## config.mk

```make
export PLATFORM = sky130hd
export DESIGN_NAME = cla_adder_reg
export DESIGN_NICKNAME = d
export VERILOG_FILES = /design/src/rtl/cla_adder_reg.sv
export SDC_FILE = /design/constraint.sdc
export NUM_CORES = 1
export LEC_CHECK = 0
export CAP_MARGIN = 20
export CORE_ASPECT_RATIO = 0.5
export CORE_MARGIN = 5
export CORE_UTILIZATION = 40
export CTS_BUF_LIST = sky130_fd_sc_hd__clkbuf_16
export DETAILED_ROUTE_END_ITERATION = 12
export PLACE_DENSITY = 0.83
export SLEW_MARGIN = 20
export SYNTH_ARGS = -nofsm -noshare
export SYNTH_HDL_FRONTEND = slang
export SYNTH_SLANG_ARGS = --single-unit
```

## constraint.sdc

```tcl
create_clock -name clk -period 0.9 [get_ports clk]
set_input_delay 0.135 -clock clk [delete_from_list [all_inputs] [get_ports clk]]
set_output_delay 0.135 -clock clk [all_outputs]
set_load 0.005 [all_outputs]
```

## src/rtl/cla_adder_reg.sv

```systemverilog
// Registered carry-lookahead adder: 4-bit lookahead groups chained on group generate/propagate.
// Define CLA_RCA_SELFCHECK_EN to add a ripple-carry reference and the registered mismatch flag.
module cla_adder_reg #(
    parameter int unsigned GROUPS = 8
) (
    input  logic                  clk,
    input  logic                  rst,
    input  logic                  in_valid,
    input  logic [4*GROUPS-1:0]   a,
    input  logic [4*GROUPS-1:0]   b,
    output logic                  out_valid,
    output logic [4*GROUPS-1:0]   s,
    output logic                  c
`ifdef CLA_RCA_SELFCHECK_EN
    ,
    output logic                  mismatch
`endif
);

    localparam int unsigned W = 4 * GROUPS;

    logic [W-1:0]    g;
    logic [W-1:0]    p;
    logic [W-1:0]    carry;
    logic [GROUPS:0] grp_c;
    logic [W-1:0]    sum;

    assign g        = a & b;
    assign p        = a ^ b;
    assign grp_c[0] = 1'b0;

    for (genvar k = 0; k < GROUPS; k++) begin : g_grp
        localparam int unsigned B = 4 * k;
        logic [3:0] gl;
        logic [3:0] pl;
        logic       ci;
        logic       gg;
        logic       gp;

        assign gl = g[B+3:B];
        assign pl = p[B+3:B];
        assign ci = grp_c[k];

        // Every in-group carry is a flat sum of products off the group carry-in.
        assign carry[B]   = ci;
        assign carry[B+1] = gl[0] | (pl[0] & ci);
        assign carry[B+2] = gl[1] | (pl[1] & gl[0]) | (pl[1] & pl[0] & ci);
        assign carry[B+3] = gl[2] | (pl[2] & gl[1]) | (pl[2] & pl[1] & gl[0])
                          | (pl[2] & pl[1] & pl[0] & ci);

        assign gg = gl[3] | (pl[3] & gl[2]) | (pl[3] & pl[2] & gl[1])
                  | (pl[3] & pl[2] & pl[1] & gl[0]);
        assign gp = &pl;

        assign grp_c[k+1] = gg | (gp & ci);
    end

    assign sum = p ^ carry;

    logic [W-1:0] s_q;
    logic [W-1:0] s_d;
    logic         c_q;
    logic         c_d;
    logic         out_valid_q;
    logic         out_valid_d;

    always_comb begin
        s_d         = s_q;
        c_d         = c_q;
        out_valid_d = in_valid;
        if (in_valid) begin
            s_d = sum;
            c_d = grp_c[GROUPS];
        end
    end

    always_ff @(posedge clk or posedge rst) begin
        if (rst) begin
            s_q         <= '0;
            c_q         <= 1'b0;
            out_valid_q <= 1'b0;
        end else begin
            s_q         <= s_d;
            c_q         <= c_d;
            out_valid_q <= out_valid_d;
        end
    end

    assign s         = s_q;
    assign c         = c_q;
    assign out_valid = out_valid_q;

`ifdef CLA_RCA_SELFCHECK_EN
    logic [W:0]   rc;
    logic [W-1:0] rsum;
    logic         mismatch_q;
    logic         mismatch_d;

    assign rc[0] = 1'b0;
    for (genvar i = 0; i < W; i++) begin : g_rca
        assign rsum[i]  = a[i] ^ b[i] ^ rc[i];
        assign rc[i+1]  = (a[i] & b[i]) | ((a[i] ^ b[i]) & rc[i]);
    end

    assign mismatch_d = in_valid & ((rsum != sum) | (rc[W] != grp_c[GROUPS]));

    always_ff @(posedge clk or posedge rst) begin
        if (rst) begin
            mismatch_q <= 1'b0;
        end else begin
            mismatch_q <= mismatch_d;
        end
    end

    assign mismatch = mismatch_q;
`endif

endmodule

```

# Yosys cells after proc, flatten, opt, wreduce, memory -nomap -nowiden
# Index checks and enable logic that the tools add are counted.
[totals]
register_bits = 34
word_cells = 203
out_inout_bits = 34
in_bits = 67
[op_classes]
n_bitwise = 193
n_reduce_logical = 7
[op_table]
columns = ["operator", "n"]
rows = [
  ["$and A1 B1 Y1", 114],
  ["$or A1 B1 Y1", 76],
  ["$xor A32 B32 Y32", 2],
  ["$and A32 B32 Y32", 1],
  ["$reduce_and A4 Y1", 7],
]

# Longest topological paths before layout
# Gate-level depths: netlist (run 1).
[depth]
depth_word = 20
mapped_depth = 11
mapped_depth_nobuf = 11

# Worst setup path after synthesis (run 1)
# Ideal clock, no wire load.
[synth_path]
path_kind = "in2reg"
startpoint = "in a[21]"
endpoint = "reg s_q[28] (netlist: s[28])"
setup_slack_ps = -1678
setup_time_ps = 125
arrival_time_ps = 2453
path_stages = 9
path_cell_list = "ha_1 > and3_1 > nand3_1 > or4_1 > a21o_1 > and3_4 > o31ai_4 > fa_1 > mux2_2"
[synth_via]
elab_chain_len = 8
word_cells_on_any_way = 13
[synth_lines]
columns = ["item", "line", "text"]
rows = [
  ["start: declaration", "9", "input logic [4*GROUPS-1:0] a,"],
  ["$and A32 B32 Y32 or $xor A32 B32 Y32 (tied branches)", "28, 29", ""],
  ["$and A1 B1 Y1, on equally long branches", "51, 52", ""],
  ["$or A1 B1 Y1 or $and A1 B1 Y1 (tied branches)", "51, 52", ""],
  ["$or A1 B1 Y1", "52", "| (pl[3] & pl[2] & pl[1] & gl[0]);"],
  ["$or A1 B1 Y1 (*)", "55", "assign grp_c[k+1] = gg | (gp & ci);"],
  ["$and A1 B1 Y1 (*)", "55", ""],
  ["$or A1 B1 Y1 (*)", "55", ""],
  ["$xor A32 B32 Y32 (*)", "58", "assign sum = p ^ carry;"],
  ["via sum[28]", "26", "logic [W-1:0] sum;"],
  ["end signal: assignment", "79", "s_q <= '0;"],
  ["end signal: assignment", "83", "s_q <= s_d;"],
  ["end: declaration", "60", "logic [W-1:0] s_q;"],
]
# The timed path passes the listed nets; every way through them passes the cells marked *.
# A chain may end at the register's enable or synchronous reset.

# Worst setup path after layout (run 1)
[layout_path]
startpoint = "in b[22]"
endpoint = "reg s_q[28] (netlist: s[28])"
[layout_via]
elab_chain_len = 9
word_cells_on_any_way = 16
[layout_lines]
columns = ["item", "line", "text"]
rows = [
  ["start: declaration", "10", "input logic [4*GROUPS-1:0] b,"],
  ["$and A32 B32 Y32 or $xor A32 B32 Y32 (tied branches)", "28, 29", ""],
  ["$and A1 B1 Y1, on equally long branches", "51, 52", ""],
  ["$or A1 B1 Y1 (tied with other cells)", "51", "assign gg = gl[3] | (pl[3] & gl[2]) | (pl[3] & pl[2] & gl[1])"],
  ["$or A1 B1 Y1 or $and A1 B1 Y1 (tied branches)", "51, 52", ""],
  ["$or A1 B1 Y1", "52", ""],
  ["$or A1 B1 Y1 (*)", "55", ""],
  ["$and A1 B1 Y1 (*)", "55", ""],
  ["$or A1 B1 Y1 (*)", "55", ""],
  ["$xor A32 B32 Y32 (*)", "58", ""],
  ["via sum[28]", "26", ""],
]
# Marked as above.

==> results of run 1 <==
how the worst max path moves through the flow:
| stage | end | slack (ns) | cells past startpoint |
|---|---|---|---|
| after floorplan | s[28] | -1.53 | 9 |
| after global placement | s[28] | -2.11 | 10 |
| after detailed placement | s[28] | -2.17 | 10 |
| after CTS | s[28] | -1.50 | 10 |
| after global routing | s[28] | -1.57 | 9 |
| final | s[28] | -1.50 | 10 |
stage by stage:
stage / TNS [ns] / area (um2) / total power [W] / setup WS [ns]
after detailed placement: -54.90 / 4470 / 0.00499 / -2.17
after CTS: -31.40 / 4880 / 0.00734 / -1.50
after floorplan: -27.63 / 2810 / 0.00324 / -1.53
after global routing: -37.64 / 5250 / 0.00848 / -1.57
after global placement: -53.16 / 4470 / 0.00487 / -2.11
final: -35.00 / 5250 / 0.00819 / -1.50
final cells by class:
class	instances	area, um2	area share
Multi-Input combinational cell	191	2360	0.449
Timing Repair Buffer	215	1700	0.324
Sequential cell	34	851	0.162
Clock buffer	5	125	0.0238
Tap cell	88	110	0.0210
Clock inverter	3	68.8	0.0131
Inverter	11	41.3	0.00786
report_power, final:
part	leakage (nW)	switching (W)	internal, W
registers	0.395	0.000200	0.00185
clock network	0.0940	0.000803	0.00159
logic	1.92	0.00165	0.00209
sequential cells by signal, summed over array words and instances (netlist names):
register   flops
c              1
out_valid      1
s             32
routing by layer:
layer | global-route usage | vias to the layer above | part of all wire
met4 | 0.110 | 0 | 0.065
met2 | 0.502 | 238 | 0.50
met3 | 0.0675 | 79 | 0.076
met1 | 0.279 | 1561 | 0.36
met5 | 0 | - | 0
li1 | - | 1317 | -
layout by cell type, fill, tap and decap left out, types with 3 or more instances in the layout:
cell type and n:
sky130_fd_sc_hd__buf_4 98, sky130_fd_sc_hd__buf_2 48, sky130_fd_sc_hd__dfrtp_1 34, sky130_fd_sc_hd__buf_6 32, sky130_fd_sc_hd__ha_4 24, sky130_fd_sc_hd__clkdlybuf4s50_1 14
sky130_fd_sc_hd__nor2_1 10, sky130_fd_sc_hd__mux2_4 10, sky130_fd_sc_hd__inv_1 10, sky130_fd_sc_hd__a21oi_1 9, sky130_fd_sc_hd__nand2_1 9, sky130_fd_sc_hd__clkbuf_2 9
sky130_fd_sc_hd__mux2_2 7, sky130_fd_sc_hd__xnor2_1 7, sky130_fd_sc_hd__fa_2 7, sky130_fd_sc_hd__ha_1 7, sky130_fd_sc_hd__xnor2_2 6, sky130_fd_sc_hd__a21oi_2 6
sky130_fd_sc_hd__o21ai_2 6, sky130_fd_sc_hd__clkbuf_16 5, sky130_fd_sc_hd__clkdlybuf4s15_1 5, sky130_fd_sc_hd__a21oi_4 4, sky130_fd_sc_hd__a21o_1 4, sky130_fd_sc_hd__xor2_1 3
sky130_fd_sc_hd__nand2_2 3, sky130_fd_sc_hd__nand2b_1 3, sky130_fd_sc_hd__nand4_1 3, sky130_fd_sc_hd__clkdlybuf4s15_2 3
cell families (layout without fill, tap and decap cells):
kind of cell	after synthesis	in the layout	synth area share
XOR/XNOR	16	16	0.0556
multiplexers	17	17	0.0760
buffers and inverters	16	234	0.0243
AO/OA/AOI/OAI	61	61	0.167
adder cells (fa/ha/maj)	40	40	0.222
AND/OR/NAND/NOR	57	57	0.117
flip-flops	34	34	0.338
critical path, delay by kind of cell:
family	cells	cell delay, ns
mux	1	0.27
buf+inv	1	0.12
fa+ha+maj	2	0.74
simple gates	4	0.90
compound gates	2	0.42
repair_timing:
item / 4_1_cts / 5_1_grt
buffers inserted: 21 / 24
endpoints found under the setup margin: 67 / 67
gates resized for setup: 375 / 66
pin swaps: 64 / 40
==> metrics.txt, run 1 <==
# TYPE chip_impl_metric gauge
chip_impl_metric{name="power_density",unit="nW/um2"} 1560
chip_impl_metric{name="number_of_register_bits_inferred_by_synthesis",unit=""} 34
chip_impl_metric{name="overflow",unit=""} 0
chip_impl_metric{name="cts-htree-levels",unit=""} 2
chip_impl_metric{name="ports",unit=""} 101
chip_impl_metric{name="placeableCoreArea",unit="um2"} 6080
chip_impl_metric{name="layout-drive-gt1-share",unit=""} 0.688
chip_impl_metric{name="synth-edff-count",unit=""} 0
chip_impl_metric{name="finish.cell_count_without_fillers",unit=""} 547
chip_impl_metric{name="n_antenna_cell",unit=""} 0
chip_impl_info{name="ordered_cell_list_for_the_critical_path",value="buf_2 > ha_4 > and3_4 > nand3_2 > or4_1 > a21o_1 > and3_4 > o31ai_4 > fa_1 > mux2_4"} 1
chip_impl_info{name="hold_end",value="s[0]"} 1
chip_impl_info{name="cts_tree",value="done"} 1
chip_impl_metric{name="io_buffers",unit=""} 100
chip_impl_metric{name="async_flop_share",unit=""} 1.00
chip_impl_metric{name="worst-r2r-setup-slack",unit="ns"} -0.04
chip_impl_metric{name="finalNetCount",unit=""} 565
chip_impl_metric{name="finish.utilization",unit=""} 0.864
chip_impl_metric{name="clock_path_buffers",unit=""} 2
chip_impl_info{name="worst_setup_path_start_kind",value="primary input"} 1
chip_impl_metric{name="drtAntennaViolNets",unit=""} 0
chip_impl_metric{name="first_iter_violations",unit=""} 311
chip_impl_info{name="worst_hold_startpoint",value="a[0]"} 1
chip_impl_metric{name="power.static_leakage",unit="nW"} 2.41
chip_impl_metric{name="grt_pass1_wl",unit="mm"} 16.1
chip_impl_metric{name="report.final.setup_viol",unit=""} 67
chip_impl_metric{name="grt_max_degree",unit=""} 22
chip_impl_metric{name="synthDistinctLibCells",unit=""} 49
chip_impl_metric{name="drcViolationCount",unit=""} 0
chip_impl_metric{name="post_syn_nets",unit=""} 348
chip_impl_metric{name="yosysSeqAreaShare",unit=""} 0.338
chip_impl_info{name="synth_top_cells_by_count",value="34 x sky130_fd_sc_hd__dfrtp_1, 32 x sky130_fd_sc_hd__ha_1, 19 x sky130_fd_sc_hd__a21oi_1, 17 x sky130_fd_sc_hd__mux2_2, 14 x sky130_fd_sc_hd__nand2_1"} 1
chip_impl_metric{name="gp_congestion",unit=""} 0.800
chip_impl_metric{name="rows",unit=""} 20
chip_impl_metric{name="timing.reg2reg.worst_path_depth",unit=""} 2
chip_impl_metric{name="insertion_delay",unit="ns"} 0.29
chip_impl_metric{name="antenna_violations_before_repair",unit=""} 0
chip_impl_info{name="worst-setup-path-type",value="in2reg"} 1
chip_impl_metric{name="layout_setup_ws",unit="ns"} -1.50
chip_impl_metric{name="avgViaCountPerCell",unit=""} 5.84
chip_impl_metric{name="floorplan.initialDensity",unit=""} 0.414
chip_impl_metric{name="drt_pass1_iterations",unit=""} 7
chip_impl_metric{name="synth_largest_type_area_fraction",unit=""} 0.338
chip_impl_metric{name="track_usage",unit=""} 0.264
chip_impl_info{name="timing.critical_path.from",value="b[22]"} 1
chip_impl_metric{name="ys.warnings.count",unit=""} 0
chip_impl_info{name="cell_with_the_biggest_individual_delay_on_the_critical_path",value="sky130_fd_sc_hd__or4_1"} 1
chip_impl_metric{name="worst_ep_arrival_time",unit="ns"} 2.58
chip_impl_metric{name="via_count",unit=""} 3195
chip_impl_metric{name="clock.fmax",unit="GHz"} 0.416
chip_impl_metric{name="cts.sinks",unit=""} 34
chip_impl_info{name="cts-root-buf",value="sky130_fd_sc_hd__clkbuf_16"} 1
chip_impl_info{name="synth.area.top_cells",value="sky130_fd_sc_hd__dfrtp_1 34%, sky130_fd_sc_hd__ha_1 16%, sky130_fd_sc_hd__mux2_2 7.6%"} 1
chip_impl_info{name="r2r-end",value="s[12]"} 1
chip_impl_info{name="failed_checks",value="setup timing"} 1
chip_impl_metric{name="skew",unit="ns"} 0
chip_impl_metric{name="slew_headroom",unit=""} 0.658
chip_impl_metric{name="peak_fanout_along_the_critical_path",unit=""} 2
chip_impl_metric{name="syn_area",unit="um2"} 2520
chip_impl_metric{name="n_fill_cell",unit=""} 267
chip_impl_info{name="yosysMostFrequentCell",value="sky130_fd_sc_hd__dfrtp_1"} 1
chip_impl_metric{name="vdd_ir_drop_max",unit="mV"} 1.50
chip_impl_metric{name="number_of_clock_buffers_inserted_by_tritoncts",unit=""} 5
chip_impl_metric{name="measured_slew_at_the_worst_slew_check_pin",unit="ns"} 0.513
chip_impl_metric{name="die_height",unit="um"} 66.1
chip_impl_metric{name="die-area",unit="um2"} 8080
chip_impl_metric{name="fin_hold_ws",unit="ns"} 0.219
chip_impl_metric{name="synth_area_per_cell",unit="um2"} 10.5
chip_impl_metric{name="hold_depth",unit=""} 3
chip_impl_metric{name="routed_wirelength",unit="mm"} 13.2
chip_impl_info{name="endpoint_kind",value="flop"} 1
chip_impl_info{name="synth_top_cell_by_area",value="sky130_fd_sc_hd__dfrtp_1"} 1
chip_impl_info{name="critical_path.reg2reg.startpoint",value="s[12]"} 1
chip_impl_metric{name="minimum_clock_period_after_layout",unit="ns"} 2.40
chip_impl_metric{name="detailedPlacementHpwl",unit="mm"} 6.55
chip_impl_metric{name="data_required_time_at_the_worst_endpoint",unit="ns"} 1.08
chip_impl_metric{name="clk_pin_slew",unit="ns"} 0.06
chip_impl_metric{name="drv_cap",unit=""} 0
chip_impl_metric{name="timing.final.max_slew_violations",unit=""} 0
chip_impl_info{name="run_status",value="complete, but fails checks"} 1
chip_impl_metric{name="final_min_period_over_clock_period",unit=""} 2.67
chip_impl_info{name="grt_setup_unrepaired",value="yes"} 1
chip_impl_info{name="path_common_cell",value="sky130_fd_sc_hd__and3_4"} 1
chip_impl_metric{name="syn_to_final_growth",unit="%"} 108
chip_impl_metric{name="cts_hold_buf",unit=""} 0
chip_impl_metric{name="grt_pass1_vias",unit=""} 3211
chip_impl_info{name="worst_hold_path_type",value="in2reg"} 1
chip_impl_metric{name="crit_path_max_incr_delay",unit="ns"} 0.48
chip_impl_metric{name="final-hold-violation-count",unit=""} 0
chip_impl_metric{name="dp_cells",unit=""} 497
chip_impl_info{name="synth_top_flop_cell",value="sky130_fd_sc_hd__dfrtp_1"} 1
chip_impl_metric{name="die_span_in_x",unit="um"} 122
chip_impl_metric{name="routed_wire_length_per_instance",unit="um"} 24.1
chip_impl_metric{name="synthesis.instances",unit=""} 241
Power figures use the tool's default switching activity.
==> run 2, diff against run 1 <==
HOLD_SLACK_MARGIN = 0.06   (was unset)
PLACE_DENSITY = unset   (was 0.83)
PLACE_DENSITY_LB_ADDON = 0.2   (was unset)
==> run 2 against run 1 <==
Compared with the run above: clock power is 30% lower; critical path type unchanged; critical endpoint unchanged; the flow still finishes with violations (setup timing); highest routed layer unchanged; worst hold slack worse by 0.022 ns; total power is 9.3% lower.
==> metrics.txt, run 2 (same netlist as run 1, synthesis figures left out) <==
# TYPE chip_impl_metric gauge
chip_impl_info{name="run_status",value="complete, but fails checks"} 1
chip_impl_info{name="failed_checks",value="setup timing"} 1
chip_impl_metric{name="detailedPlacementHpwl",unit="mm"} 6.13
chip_impl_metric{name="cts-htree-levels",unit=""} 2
chip_impl_info{name="grt_setup_unrepaired",value="yes"} 1
chip_impl_metric{name="layout_setup_ws",unit="ns"} -1.48
chip_impl_metric{name="peak_fanout_along_the_critical_path",unit=""} 2
chip_impl_metric{name="data_required_time_at_the_worst_endpoint",unit="ns"} 1.07
chip_impl_metric{name="power.static_leakage",unit="nW"} 2.44
chip_impl_metric{name="measured_slew_at_the_worst_slew_check_pin",unit="ns"} 0.408
chip_impl_metric{name="number_of_clock_buffers_inserted_by_tritoncts",unit=""} 5
chip_impl_metric{name="multiInputGateArea",unit="um2"} 2350
chip_impl_metric{name="gp_congestion",unit=""} 0.776
chip_impl_metric{name="cts_hold_buf",unit=""} 0
chip_impl_metric{name="track_usage",unit=""} 0.245
chip_impl_metric{name="report.final.setup_viol",unit=""} 64
chip_impl_metric{name="clk_pin_slew",unit="ns"} 0.06
chip_impl_metric{name="placeableCoreArea",unit="um2"} 6080
chip_impl_metric{name="ports",unit=""} 101
chip_impl_metric{name="drv_cap",unit=""} 0
chip_impl_metric{name="power_density",unit="nW/um2"} 1410
chip_impl_info{name="mostFrequentLayoutCell",value="sky130_fd_sc_hd__buf_4"} 1
chip_impl_metric{name="syn_to_final_growth",unit="%"} 110
chip_impl_info{name="cts_tree",value="done"} 1
chip_impl_metric{name="die-area",unit="um2"} 8080
chip_impl_metric{name="vdd_ir_drop_max",unit="mV"} 0.808
chip_impl_metric{name="met2_length",unit="mm"} 5.66
chip_impl_metric{name="grt_max_degree",unit=""} 35
chip_impl_metric{name="cts.sinks",unit=""} 34
chip_impl_metric{name="routed_wirelength",unit="mm"} 10.7
chip_impl_info{name="endpoint_kind",value="flop"} 1
chip_impl_metric{name="worst_ep_arrival_time",unit="ns"} 2.55
chip_impl_metric{name="drcViolationCount",unit=""} 0
chip_impl_metric{name="io_buffers",unit=""} 100
chip_impl_metric{name="skew",unit="ns"} 0
chip_impl_metric{name="pre_cts_ws",unit="ns"} -2.19
chip_impl_metric{name="number_of_flip_flops_under_the_largest_register_name",unit=""} 32
chip_impl_metric{name="antenna_violations_before_repair",unit=""} 0
chip_impl_metric{name="minimum_clock_period_after_layout",unit="ns"} 2.38
chip_impl_metric{name="routed_wire_length_per_instance",unit="um"} 19.3
chip_impl_metric{name="met1_length",unit="mm"} 4.10
chip_impl_metric{name="avgViaCountPerCell",unit=""} 5.23
chip_impl_metric{name="floorplan.initialDensity",unit=""} 0.414
chip_impl_metric{name="regArea",unit="um2"} 851
chip_impl_info{name="worst-setup-path-type",value="in2reg"} 1
chip_impl_metric{name="n_antenna_cell",unit=""} 0
chip_impl_metric{name="grt_pass1_vias",unit=""} 3153
chip_impl_metric{name="wl_met3",unit="um"} 593
chip_impl_metric{name="overflow",unit=""} 0
chip_impl_info{name="commonest_non_fill_non_tap_cells_in_the_layout",value="104 x sky130_fd_sc_hd__buf_4, 50 x sky130_fd_sc_hd__buf_2, 39 x sky130_fd_sc_hd__buf_6"} 1
chip_impl_metric{name="final-hold-violation-count",unit=""} 0
chip_impl_metric{name="insertion_delay",unit="ns"} 0.28
chip_impl_metric{name="timing.final.max_slew_violations",unit=""} 0
chip_impl_metric{name="layout-drive-gt1-share",unit=""} 0.684
chip_impl_info{name="cts-root-buf",value="sky130_fd_sc_hd__clkbuf_16"} 1
chip_impl_metric{name="slew_headroom",unit=""} 0.728
chip_impl_metric{name="first_iter_violations",unit=""} 140
chip_impl_info{name="worst_setup_path_start_kind",value="primary input"} 1
chip_impl_metric{name="n_fill_cell",unit=""} 276
chip_impl_info{name="worst_hold_path_type",value="in2reg"} 1
chip_impl_metric{name="finalNetCount",unit=""} 574
chip_impl_metric{name="die_height",unit="um"} 66.1
chip_impl_metric{name="drt_pass1_iterations",unit=""} 4
chip_impl_metric{name="clock.fmax",unit="GHz"} 0.420
chip_impl_metric{name="totalPowerFinal",unit="W"} 0.00743
chip_impl_metric{name="clock_path_buffers",unit=""} 2
chip_impl_metric{name="via_count",unit=""} 2906
chip_impl_metric{name="worst-r2r-setup-slack",unit="ns"} -0.09
chip_impl_metric{name="drtAntennaViolNets",unit=""} 0
chip_impl_info{name="topRoutingLayerUsed",value="met4"} 1
chip_impl_metric{name="die_span_in_x",unit="um"} 122
chip_impl_metric{name="rows",unit=""} 20
chip_impl_metric{name="final_min_period_over_clock_period",unit=""} 2.64
chip_impl_metric{name="grt_pass1_wl",unit="mm"} 15.4
run 2: final timing paths:
check,startpoint,to,depth (start not counted)
worst max-delay path,a[20],s[28],10
worst min-delay path,a[0],s[0],3
worst max register to register,s[28],s[28],3
worst min register to register,s[30],s[30],2
max in group asynchronous,rst,s[19],3
min in group asynchronous,rst,s[0],3
run 2: power by group:
group	switching [W]	total (W)	internal, W
Clock	0.000690	0.00169	0.000998
Sequential	0.000186	0.00204	0.00186
Combinational	0.00152	0.00370	0.00218
run 2: worst max-delay path: stages:
cell,delay (ns)
sky130_fd_sc_hd__buf_6,0.10
sky130_fd_sc_hd__ha_4,0.26
sky130_fd_sc_hd__and3_4,0.19
sky130_fd_sc_hd__nand3_2,0.07
sky130_fd_sc_hd__or4_4,0.50
sky130_fd_sc_hd__a21o_1,0.19
sky130_fd_sc_hd__and3_4,0.17
sky130_fd_sc_hd__o31ai_4,0.21
sky130_fd_sc_hd__fa_1,0.46
sky130_fd_sc_hd__mux2_4,0.26
run 2: what timing repair did:
| item | 4_1_cts | 5_1_grt |
|---|---|---|
| buffers inserted | 38 | 24 |
| resized for setup | 399 | 56 |
| pin swaps | 70 | 43 |
| setup endpoints to repair | 67 | 66 |
run 2: final cells by class:
class | count | area share
timing repair buffer | 224 | 0.339
tap | 88 | 0.0208
inverter | 11 | 0.00781
multi-input combinational | 191 | 0.445
clock inverter | 3 | 0.00213
sequential | 34 | 0.161
clock buffer | 5 | 0.0237
run 2: per-layer routing:
metal,up-vias,track usage
met1,1415,0.266
li1,1344,-
met3,36,0.0641
met4,0,0.0948
met5,-,0
met2,111,0.462
run 2: through the flow:
step	hold slack (ns)	cells	setup TNS, ns	utilization	instance area [um2]
after global routing	0.210	556	-35.84	0.869	5290
after global placement	0.467	493	-52.80	0.731	4450
after floorplan	0.166	241	-27.63	-	2810
after CTS	0.199	538	-30.78	0.819	4980
after detailed placement	0.470	493	-54.51	0.731	4450
final	0.197	556	-33.07	0.869	5290
==> run 3, diff against run 2 <==
CORE_UTILIZATION = 55   (was 40)
DONT_BUFFER_PORTS = 1   (was unset)
==> run 3 against run 2 <==
Compared with the run above: die area fell by 24%; clock-buffer cell count did not move; global-route usage fell by 1.8 points; the run ends with hold timing, setup timing left; register-to-register slack improved by 0.12 ns; critical endpoint unchanged.
==> metrics.txt, run 3 (same netlist as run 1, synthesis figures left out) <==
# TYPE chip_impl_metric gauge
chip_impl_metric{name="hold_depth",unit=""} 0
chip_impl_metric{name="insertion_delay",unit="ns"} 0.28
chip_impl_metric{name="multiInputGateArea",unit="um2"} 2100
chip_impl_metric{name="n_antenna_cell",unit=""} 0
chip_impl_metric{name="grt_pass1_wl",unit="mm"} 11.0
chip_impl_metric{name="final_min_period_over_clock_period",unit=""} 2.52
chip_impl_info{name="critical_path.reg2reg.startpoint",value="c"} 1
chip_impl_metric{name="final-hold-violation-count",unit=""} 9
chip_impl_metric{name="finalNetCount",unit=""} 414
chip_impl_info{name="worst_setup_path_start_kind",value="primary input"} 1
chip_impl_info{name="cts_tree",value="done"} 1
chip_impl_metric{name="pre_cts_ws",unit="ns"} -1.69
chip_impl_metric{name="report.final.setup_viol",unit=""} 32
chip_impl_metric{name="clock.fmax",unit="GHz"} 0.440
chip_impl_metric{name="clock_path_buffers",unit=""} 2
chip_impl_metric{name="die_span_in_x",unit="um"} 106
chip_impl_metric{name="first_iter_violations",unit=""} 85
chip_impl_metric{name="timing.final.max_slew_violations",unit=""} 0
chip_impl_metric{name="grt_max_degree",unit=""} 41
chip_impl_metric{name="number_of_flip_flops_under_the_largest_register_name",unit=""} 32
chip_impl_info{name="endpoint_kind",value="flop"} 1
chip_impl_metric{name="worst_ep_arrival_time",unit="ns"} 2.44
chip_impl_info{name="grt_setup_unrepaired",value="yes"} 1
chip_impl_metric{name="io_buffers",unit=""} 0
chip_impl_metric{name="worst-r2r-setup-slack",unit="ns"} 0.03
chip_impl_metric{name="drv_cap",unit=""} 0
chip_impl_metric{name="antenna_violations_before_repair",unit=""} 0
chip_impl_info{name="mostFrequentLayoutCell",value="sky130_fd_sc_hd__buf_4"} 1
chip_impl_metric{name="layout-drive-gt1-share",unit=""} 0.506
chip_impl_metric{name="cts-htree-levels",unit=""} 2
chip_impl_info{name="worst_hold_path_type",value="in2reg"} 1
chip_impl_info{name="hold_end",value="out_valid"} 1
chip_impl_metric{name="fin_hold_ws",unit="ns"} -0.118
chip_impl_metric{name="finish.utilization",unit=""} 0.852
chip_impl_info{name="commonest_non_fill_non_tap_cells_in_the_layout",value="52 x sky130_fd_sc_hd__buf_4, 34 x sky130_fd_sc_hd__dfrtp_1, 19 x sky130_fd_sc_hd__ha_4"} 1
chip_impl_metric{name="regArea",unit="um2"} 851
chip_impl_metric{name="number_of_clock_buffers_inserted_by_tritoncts",unit=""} 5
chip_impl_metric{name="drtAntennaViolNets",unit=""} 0
chip_impl_metric{name="cts_hold_buf",unit=""} 1
chip_impl_metric{name="timing.reg2reg.worst_path_depth",unit=""} 2
chip_impl_metric{name="layout_setup_ws",unit="ns"} -1.37
chip_impl_metric{name="finish.instance_area",unit="um2"} 3750
chip_impl_info{name="r2r-end",value="c"} 1
chip_impl_metric{name="rows",unit=""} 17
chip_impl_metric{name="routed_wire_length_per_instance",unit="um"} 19.6
chip_impl_metric{name="syn_to_final_growth",unit="%"} 48.8
chip_impl_metric{name="skew",unit="ns"} 0
chip_impl_metric{name="placeableCoreArea",unit="um2"} 4400
chip_impl_info{name="worst-setup-path-type",value="in2reg"} 1
chip_impl_metric{name="floorplan.initialDensity",unit=""} 0.572
chip_impl_metric{name="gp_congestion",unit=""} 0.850
chip_impl_metric{name="via_count",unit=""} 2162
chip_impl_metric{name="clk_pin_slew",unit="ns"} 0.06
chip_impl_metric{name="drt_pass1_iterations",unit=""} 4
chip_impl_metric{name="power_density",unit="nW/um2"} 1640
chip_impl_metric{name="avgViaCountPerCell",unit=""} 5.92
chip_impl_info{name="failed_checks",value="hold timing, setup timing"} 1
chip_impl_metric{name="totalPowerFinal",unit="W"} 0.00616
chip_impl_metric{name="slew_headroom",unit=""} 0.741
chip_impl_info{name="run_status",value="complete, but fails checks"} 1
chip_impl_metric{name="measured_slew_at_the_worst_slew_check_pin",unit="ns"} 0.379
chip_impl_metric{name="placed_area",unit="um2"} 3240
chip_impl_metric{name="ports",unit=""} 101
chip_impl_metric{name="die_height",unit="um"} 57.9
chip_impl_info{name="cts-root-buf",value="sky130_fd_sc_hd__clkbuf_16"} 1
chip_impl_metric{name="detailedPlacementHpwl",unit="mm"} 5.33
chip_impl_metric{name="power.static_leakage",unit="nW"} 1.62
chip_impl_metric{name="vdd_ir_drop_max",unit="mV"} 1.32
chip_impl_metric{name="grt_pass1_vias",unit=""} 2332
chip_impl_metric{name="drcViolationCount",unit=""} 0
chip_impl_info{name="worst_hold_startpoint",value="in_valid"} 1
chip_impl_metric{name="routed_wirelength",unit="mm"} 7.14
chip_impl_metric{name="cts.sinks",unit=""} 34
chip_impl_metric{name="die-area",unit="um2"} 6120
chip_impl_metric{name="data_required_time_at_the_worst_endpoint",unit="ns"} 1.06
chip_impl_metric{name="track_usage",unit=""} 0.228
chip_impl_metric{name="peak_fanout_along_the_critical_path",unit=""} 4
chip_impl_metric{name="overflow",unit=""} 0
chip_impl_metric{name="minimum_clock_period_after_layout",unit="ns"} 2.27
chip_impl_metric{name="n_fill_cell",unit=""} 241
[run 3: changes by cell type in the layout (fill, tap and decap cells not counted), sizes merged]
cell / delta
buf: -135
bufinv: +1
clkbuf: -5
clkdlybuf4s15: -5
clkdlybuf4s50: -15
clkinv: -1
dlygate4sd2: -1
dlygate4sd3: +1
[run 3: repair_timing]
action,in CTS,in global routing
hold endpoints to repair,62,28
setup buffers,10,5
gates resized for setup,34,19
pin swaps,17,14
setup endpoints to repair,32,32
[run 3: cell type report]
class / instances / share of cell area
clock buffers: 5 / 0.0334
clock inverters: 3 / 0.0107
inverters: 11 / 0.0110
multi-input cells: 191 / 0.559
flip-flops and latches: 34 / 0.227
well taps: 57 / 0.0190
repair buffers: 64 / 0.140
[run 3: power by group]
| part | internal, W | leakage, nW | switching, W |
|---|---|---|---|
| Combinational | 0.00119 | 1.14 | 0.000841 |
| Sequential | 0.00186 | 0.395 | 0.000292 |
| Clock | 0.00130 | 0.0836 | 0.000677 |
| Total | 0.00435 | 1.62 | 0.00181 |
[run 3: metrics by stage]
| step | setup TNS [ns] | instances |
|---|---|---|
| 2_1_floorplan | -27.63 | 241 |
| 3_3_place_gp | -34.05 | 344 |
| 3_5_place_dp | -34.98 | 344 |
| 4_1_cts | -26.62 | 362 |
| 5_1_grt | -30.18 | 365 |
| 6_report | -27.13 | 365 |
[run 3: critical path, cell delays in order]
cell and delay (ns):
sky130_fd_sc_hd__ha_4 0.26, sky130_fd_sc_hd__nand4_1 0.17, sky130_fd_sc_hd__or4_1 0.50, sky130_fd_sc_hd__a21o_1 0.20, sky130_fd_sc_hd__and3_4 0.17, sky130_fd_sc_hd__o31ai_4 0.26
sky130_fd_sc_hd__fa_1 0.47, sky130_fd_sc_hd__mux2_4 0.27
[run 3: worst max-delay path by stage]
stage          startpoint  endpoint  slack [ns]
4_1_cts             b[13]     s[28]       -1.34
5_1_grt             b[14]     s[28]       -1.45
2_1_floorplan       a[21]     s[28]       -1.53
3_3_place_gp        a[12]     s[28]       -1.61
3_5_place_dp        a[12]     s[28]       -1.69
6_report            b[14]     s[28]       -1.37
[run 3: layer usage]
layer / up-vias / global-route usage / wire length, um
li1: 1009 / - / -
met1: 1067 / 0.249 / 2710
met2: 82 / 0.436 / 3850
met3: 4 / 0.0801 / 553
met4: 0 / 0.0443 / 27
met5: - / 0 / 0
==> variant 1: new RTL, flow settings as in run 2 <==
The output `out_valid` loses its register stage (`out_valid_q` becomes a continuous assignment).
--- a/src/rtl/cla_adder_reg.sv
+++ b/src/rtl/cla_adder_reg.sv
@@ -78,13 +78,13 @@
         if (rst) begin
             s_q         <= '0;
             c_q         <= 1'b0;
-            out_valid_q <= 1'b0;
         end else begin
             s_q         <= s_d;
             c_q         <= c_d;
-            out_valid_q <= out_valid_d;
         end
     end
+
+    assign out_valid_q = out_valid_d;
 
     assign s         = s_q;
     assign c         = c_q;
Check against the original RTL: not equivalent (a bounded check fails within 4 cycles, from zero or initial values and one cycle with rst high).
==> variant 1 against run 2 <==
- the run still ends with negative setup slack left
- routed wire length is 8.4% higher
- synthesized area is 0.70% lower
- die area is 0.61% lower
- power is 1.6% higher
- non-clock buffer count is 3 higher
- worst setup slack better by 0.0023 ns
- final cell count is 0.36% higher
- sequential cell count is 1 lower
- final area is 1.1% higher
- critical endpoint unchanged
==> variant 1: results (changes against run 2) <==
| Metric | Value |
|---|---|
| Vias per cell | `5.459 (was 5.227)` |
| Multiplexer share of the synthesized area | `0.07650 (was 0.07597)` |
| Layout cells sized above 1 | `0.7021 (was 0.6838)` |
| Worst stage delay on the critical path | `0.48 ns (was 0.50 ns)` |
| Register area | `825.8 sq um (was 850.8 sq um)` |
| Largest net degree at the start of global routing | `34 (was 35)` |
| Clk Latency, worst-skew pair | `0.28 ns (about the same)` |
| CP max-delay cell | `or4_1 (was or4_4)` |
| P_comb | `3810 uW (was 3700 uW)` |
| Min setup slack post-route | `-1.478 ns (was -1.480 ns)` |
| Commonest cells in the netlist | `dfrtp_1 (33), ha_1 (32), a21oi_1 (19) (was dfrtp_1 (34), ha_1 (32), a21oi_1 (19))` |
| Non-clock buffer share | `0.3401 (was 0.3395)` |
| First-pass GRT wire length | `15110 um (was 15420 um)` |
| Violations in the final reports | `negative setup slack (unchanged)` |
| Number of port buffers | `100 (unchanged)` |
| Max VDD drop | `0.8103 mV (was 0.8081 mV)` |
| Placed insts | `499 (was 493)` |
| Synthesized Nets | `348 (unchanged)` |
| FILL cells | `271 (was 276)` |
| Synth Area in XOR/XNOR | `0.05600 (was 0.05561)` |
| DP Area | `4473 sq um (was 4446 sq um)` |
| Met1 usage | `0.2672 (was 0.2657)` |
| Least-Margin Pin Slew | `0.3377 ns (was 0.4083 ns)` |
| Synth cell types | `50 (was 49)` |
| Clock network area share | `0.02600 (was 0.02580)` |
| Power Total | `7544 uW (was 7427 uW)` |
| Largest register FFs | `32 (unchanged)` |
| Status | `finished with violations (unchanged)` |
| Met2 demand-to-capacity share in global routing | `0.4725 (was 0.4621)` |
| NetSw | `2516 uW (was 2398 uW)` |
| GRT Overall Usage | `0.2396 (was 0.2454)` |
| Total number of vias | `3046 (was 2906)` |
| Initial DRC Count | `194 (was 140)` |
| Worst Clk Skew | `0 ns (unchanged)` |
| Hold_sp | `a[0] (unchanged)` |
| Cells after synthesis | `241 (unchanged)` |
| Final net count | `576 (was 574)` |
| Signal buffers | `227 (was 224)` |
| DR WL/cell | `20.83 um (was 19.28 um)` |
| Area of the multi-input gates | `2409 sq um (was 2352 sq um)` |
| Adder-Cell Fraction of Synth Area | `0.2240 (was 0.2224)` |
| Final setup viols | `65 (was 64)` |
| Yosys reg bits | `33 (was 34)` |
| Hpwl dp | `6414 um (was 6133 um)` |
| # diodes | `0 (unchanged)` |
| Ys flop type | `dfrtp_1 (unchanged)` |
| Synth Area in Compound Gates | `0.1680 (was 0.1668)` |
| Vias in the first global route | `3151 (was 3153)` |
| Nonclk inv count | `11 (unchanged)` |
| Synth top area cells | `dfrtp_1 (33%), ha_1 (16%), mux2_2 (7.6%) (was dfrtp_1 (34%), ha_1 (16%), mux2_2 (7.6%))` |
| Final Wtd Congestion | `0.7760 (was 0.7757)` |
| Sequential fraction of the synthesis area | `0.3300 (was 0.3376)` |
| Multi-input gate count | `191 (unchanged)` |
| Leakage | `0.002480 uW (was 0.002439 uW)` |
| Met3 usage | `0.04530 (was 0.06410)` |
| Share of cell area taken by multi-input logic gates | `0.4509 (was 0.4451)` |
-- variant 1: through the flow --
step | hold slack [ns] | TNS, ns | setup WS (ns)
5_1_grt | 0.1942 | -37.35 | -1.527
3_3_place_gp | 0.4714 | -52.61 | -2.096
4_1_cts | 0.2009 | -32.99 | -1.469
6_report | 0.1910 | -35.01 | -1.478
3_5_place_dp | 0.4760 | -54.40 | -2.171
2_1_floorplan | 0.2639 | -27.63 | -1.526
-- variant 1: layer usage --
metal  vias up  wire length, um
li1       1333                -
met1      1519             4408
met2       146             6033
met3        48              707
met4         0              475
met5         -                0
-- variant 1: timing repair --
action | in CTS | in global routing
hold endpoints to repair | 0 | 0
setup buffers | 44 | 27
pin swaps | 71 | 57
gates resized for setup | 395 | 69
endpoints found under the setup margin | 67 | 66
-- variant 1: cell families (layout without fill, tap and decap cells) --
logic type	after synthesis	count (layout)
buffers and inverters	17	246
muxes	17	17
AOI/OAI and AO/OA	61	61
and+or+nand+nor	57	57
adders and majority gates	40	40
DFF	33	33
xor gates and xnor gates	16	16
==> variant 2: new RTL, settings of run 2 <==
Without the edit above. Add a define of `CLA_RCA_SELFCHECK_EN`.
--- a/src/rtl/cla_adder_reg.sv
+++ b/src/rtl/cla_adder_reg.sv
@@ -1,5 +1,7 @@
 // Registered carry-lookahead adder: 4-bit lookahead groups chained on group generate/propagate.
 // Define CLA_RCA_SELFCHECK_EN to add a ripple-carry reference and the registered mismatch flag.
+`define CLA_RCA_SELFCHECK_EN
+
 module cla_adder_reg #(
     parameter int unsigned GROUPS = 8
 ) (
Check against the original RTL (old outputs only; new: mismatch): equivalent (Yosys induction, for registers that start in step).
==> variant 2 against run 2 <==
- the run still ends with negative setup slack left
- critical path depth up 30
- clock skew unchanged
- hold slack better by 0.0061 ns
- sequential share of layout area down 5.4 points
- final area up 55%
- die area up 58%
- sequential power up 6%
- routed wire length up 46%
- synthesized area up 67%
- power up 44%
- via count up 53%
- worst setup slack worse by 9.9 ns
- sequential cell count up 1
- critical path type unchanged
==> variant 2: results (changes against run 2) <==
| Metric | Value |
|---|---|
| PD cells | `1305 nW/um^2 (was 1405 nW/um^2)` |
| Hold_sp | `b[0] (was a[0])` |
| Clock network area share | `0.01630 (was 0.02580)` |
| Layout cells sized above 1 | `0.6336 (was 0.6838)` |
| Final wirelength | `15630 um (was 10720 um)` |
| DP Area | `6987 sq um (was 4446 sq um)` |
| Clock-net power | `1630 uW (was 1690 uW)` |
| DR WL/cell | `18.05 um (was 19.28 um)` |
| P_comb | `6920 uW (was 3700 uW)` |
| Met3 usage | `0.04893 (was 0.06410)` |
| Final setup viols | `59 (was 64)` |
| Commonest cells in the netlist | `inv_1 (69), fa_1 (38), dfrtp_1 (35) (was dfrtp_1 (34), ha_1 (32), a21oi_1 (19))` |
| GRT Overall Usage | `0.2320 (was 0.2454)` |
| Synth top area cells | `dfrtp_1 (21%), fa_1 (18%), ha_1 (9.5%) (was dfrtp_1 (34%), ha_1 (16%), mux2_2 (7.6%))` |
| Final Wtd Congestion | `0.9974 (was 0.7757)` |
| Synthesized area per cell | `10.03 sq um (was 10.46 sq um)` |
| Worst EP arrival | `12.42 ns (was 2.55 ns)` |
| Place WS | `-11.86 ns (was -2.187 ns)` |
| Synth cell types | `68 (was 49)` |
| Min setup slack post-route | `-11.36 ns (was -1.480 ns)` |
| Status | `finished with violations (unchanged)` |
| First drt pass iteration count | `5 (was 4)` |
| Violations in the final reports | `negative setup slack (unchanged)` |
| CP delay by family, top | `adder cells (was simple AND/OR/NAND/NOR gates)` |
| Least-Margin Pin Slew | `1.134 ns (was 0.4083 ns)` |
| Hold_ws | `0.2032 ns (was 0.1971 ns)` |
[variant 2: cells by family (layout without fill, tap and decap cells)]
family | Yosys count | in the layout | synth area share
AO/OA/AOI/OAI | 88 | 88 | 0.1608
buffers and inverters | 76 | 383 | 0.07234
AND/OR/NAND/NOR | 74 | 74 | 0.09646
adder cells (fa/ha/maj) | 70 | 70 | 0.2763
XOR/XNOR | 50 | 50 | 0.1173
flip-flops | 35 | 35 | 0.2084
multiplexers | 26 | 26 | 0.06847
[variant 2: tightest hold or removal path: cells and delay by family]
| family | cells | cell delay (ns) |
|---|---|---|
| multiplexers | 1 | 0.13 |
| adder cells (fa/ha/maj) | 1 | 0.11 |
| buffers and inverters | 1 | 0.07 |
[variant 2: timing repair]
item                       CTS  global route
buffers inserted            38            33
gates resized for setup    350           107
pin swaps                   70            62
setup endpoints to repair   69            68
gates cloned                 0             0
[variant 2: layer usage]
metal,part of all wire,wire length (um)
met2,0.51,7948
met5,0,0
met4,0.018,276
met3,0.056,873
met1,0.42,6537
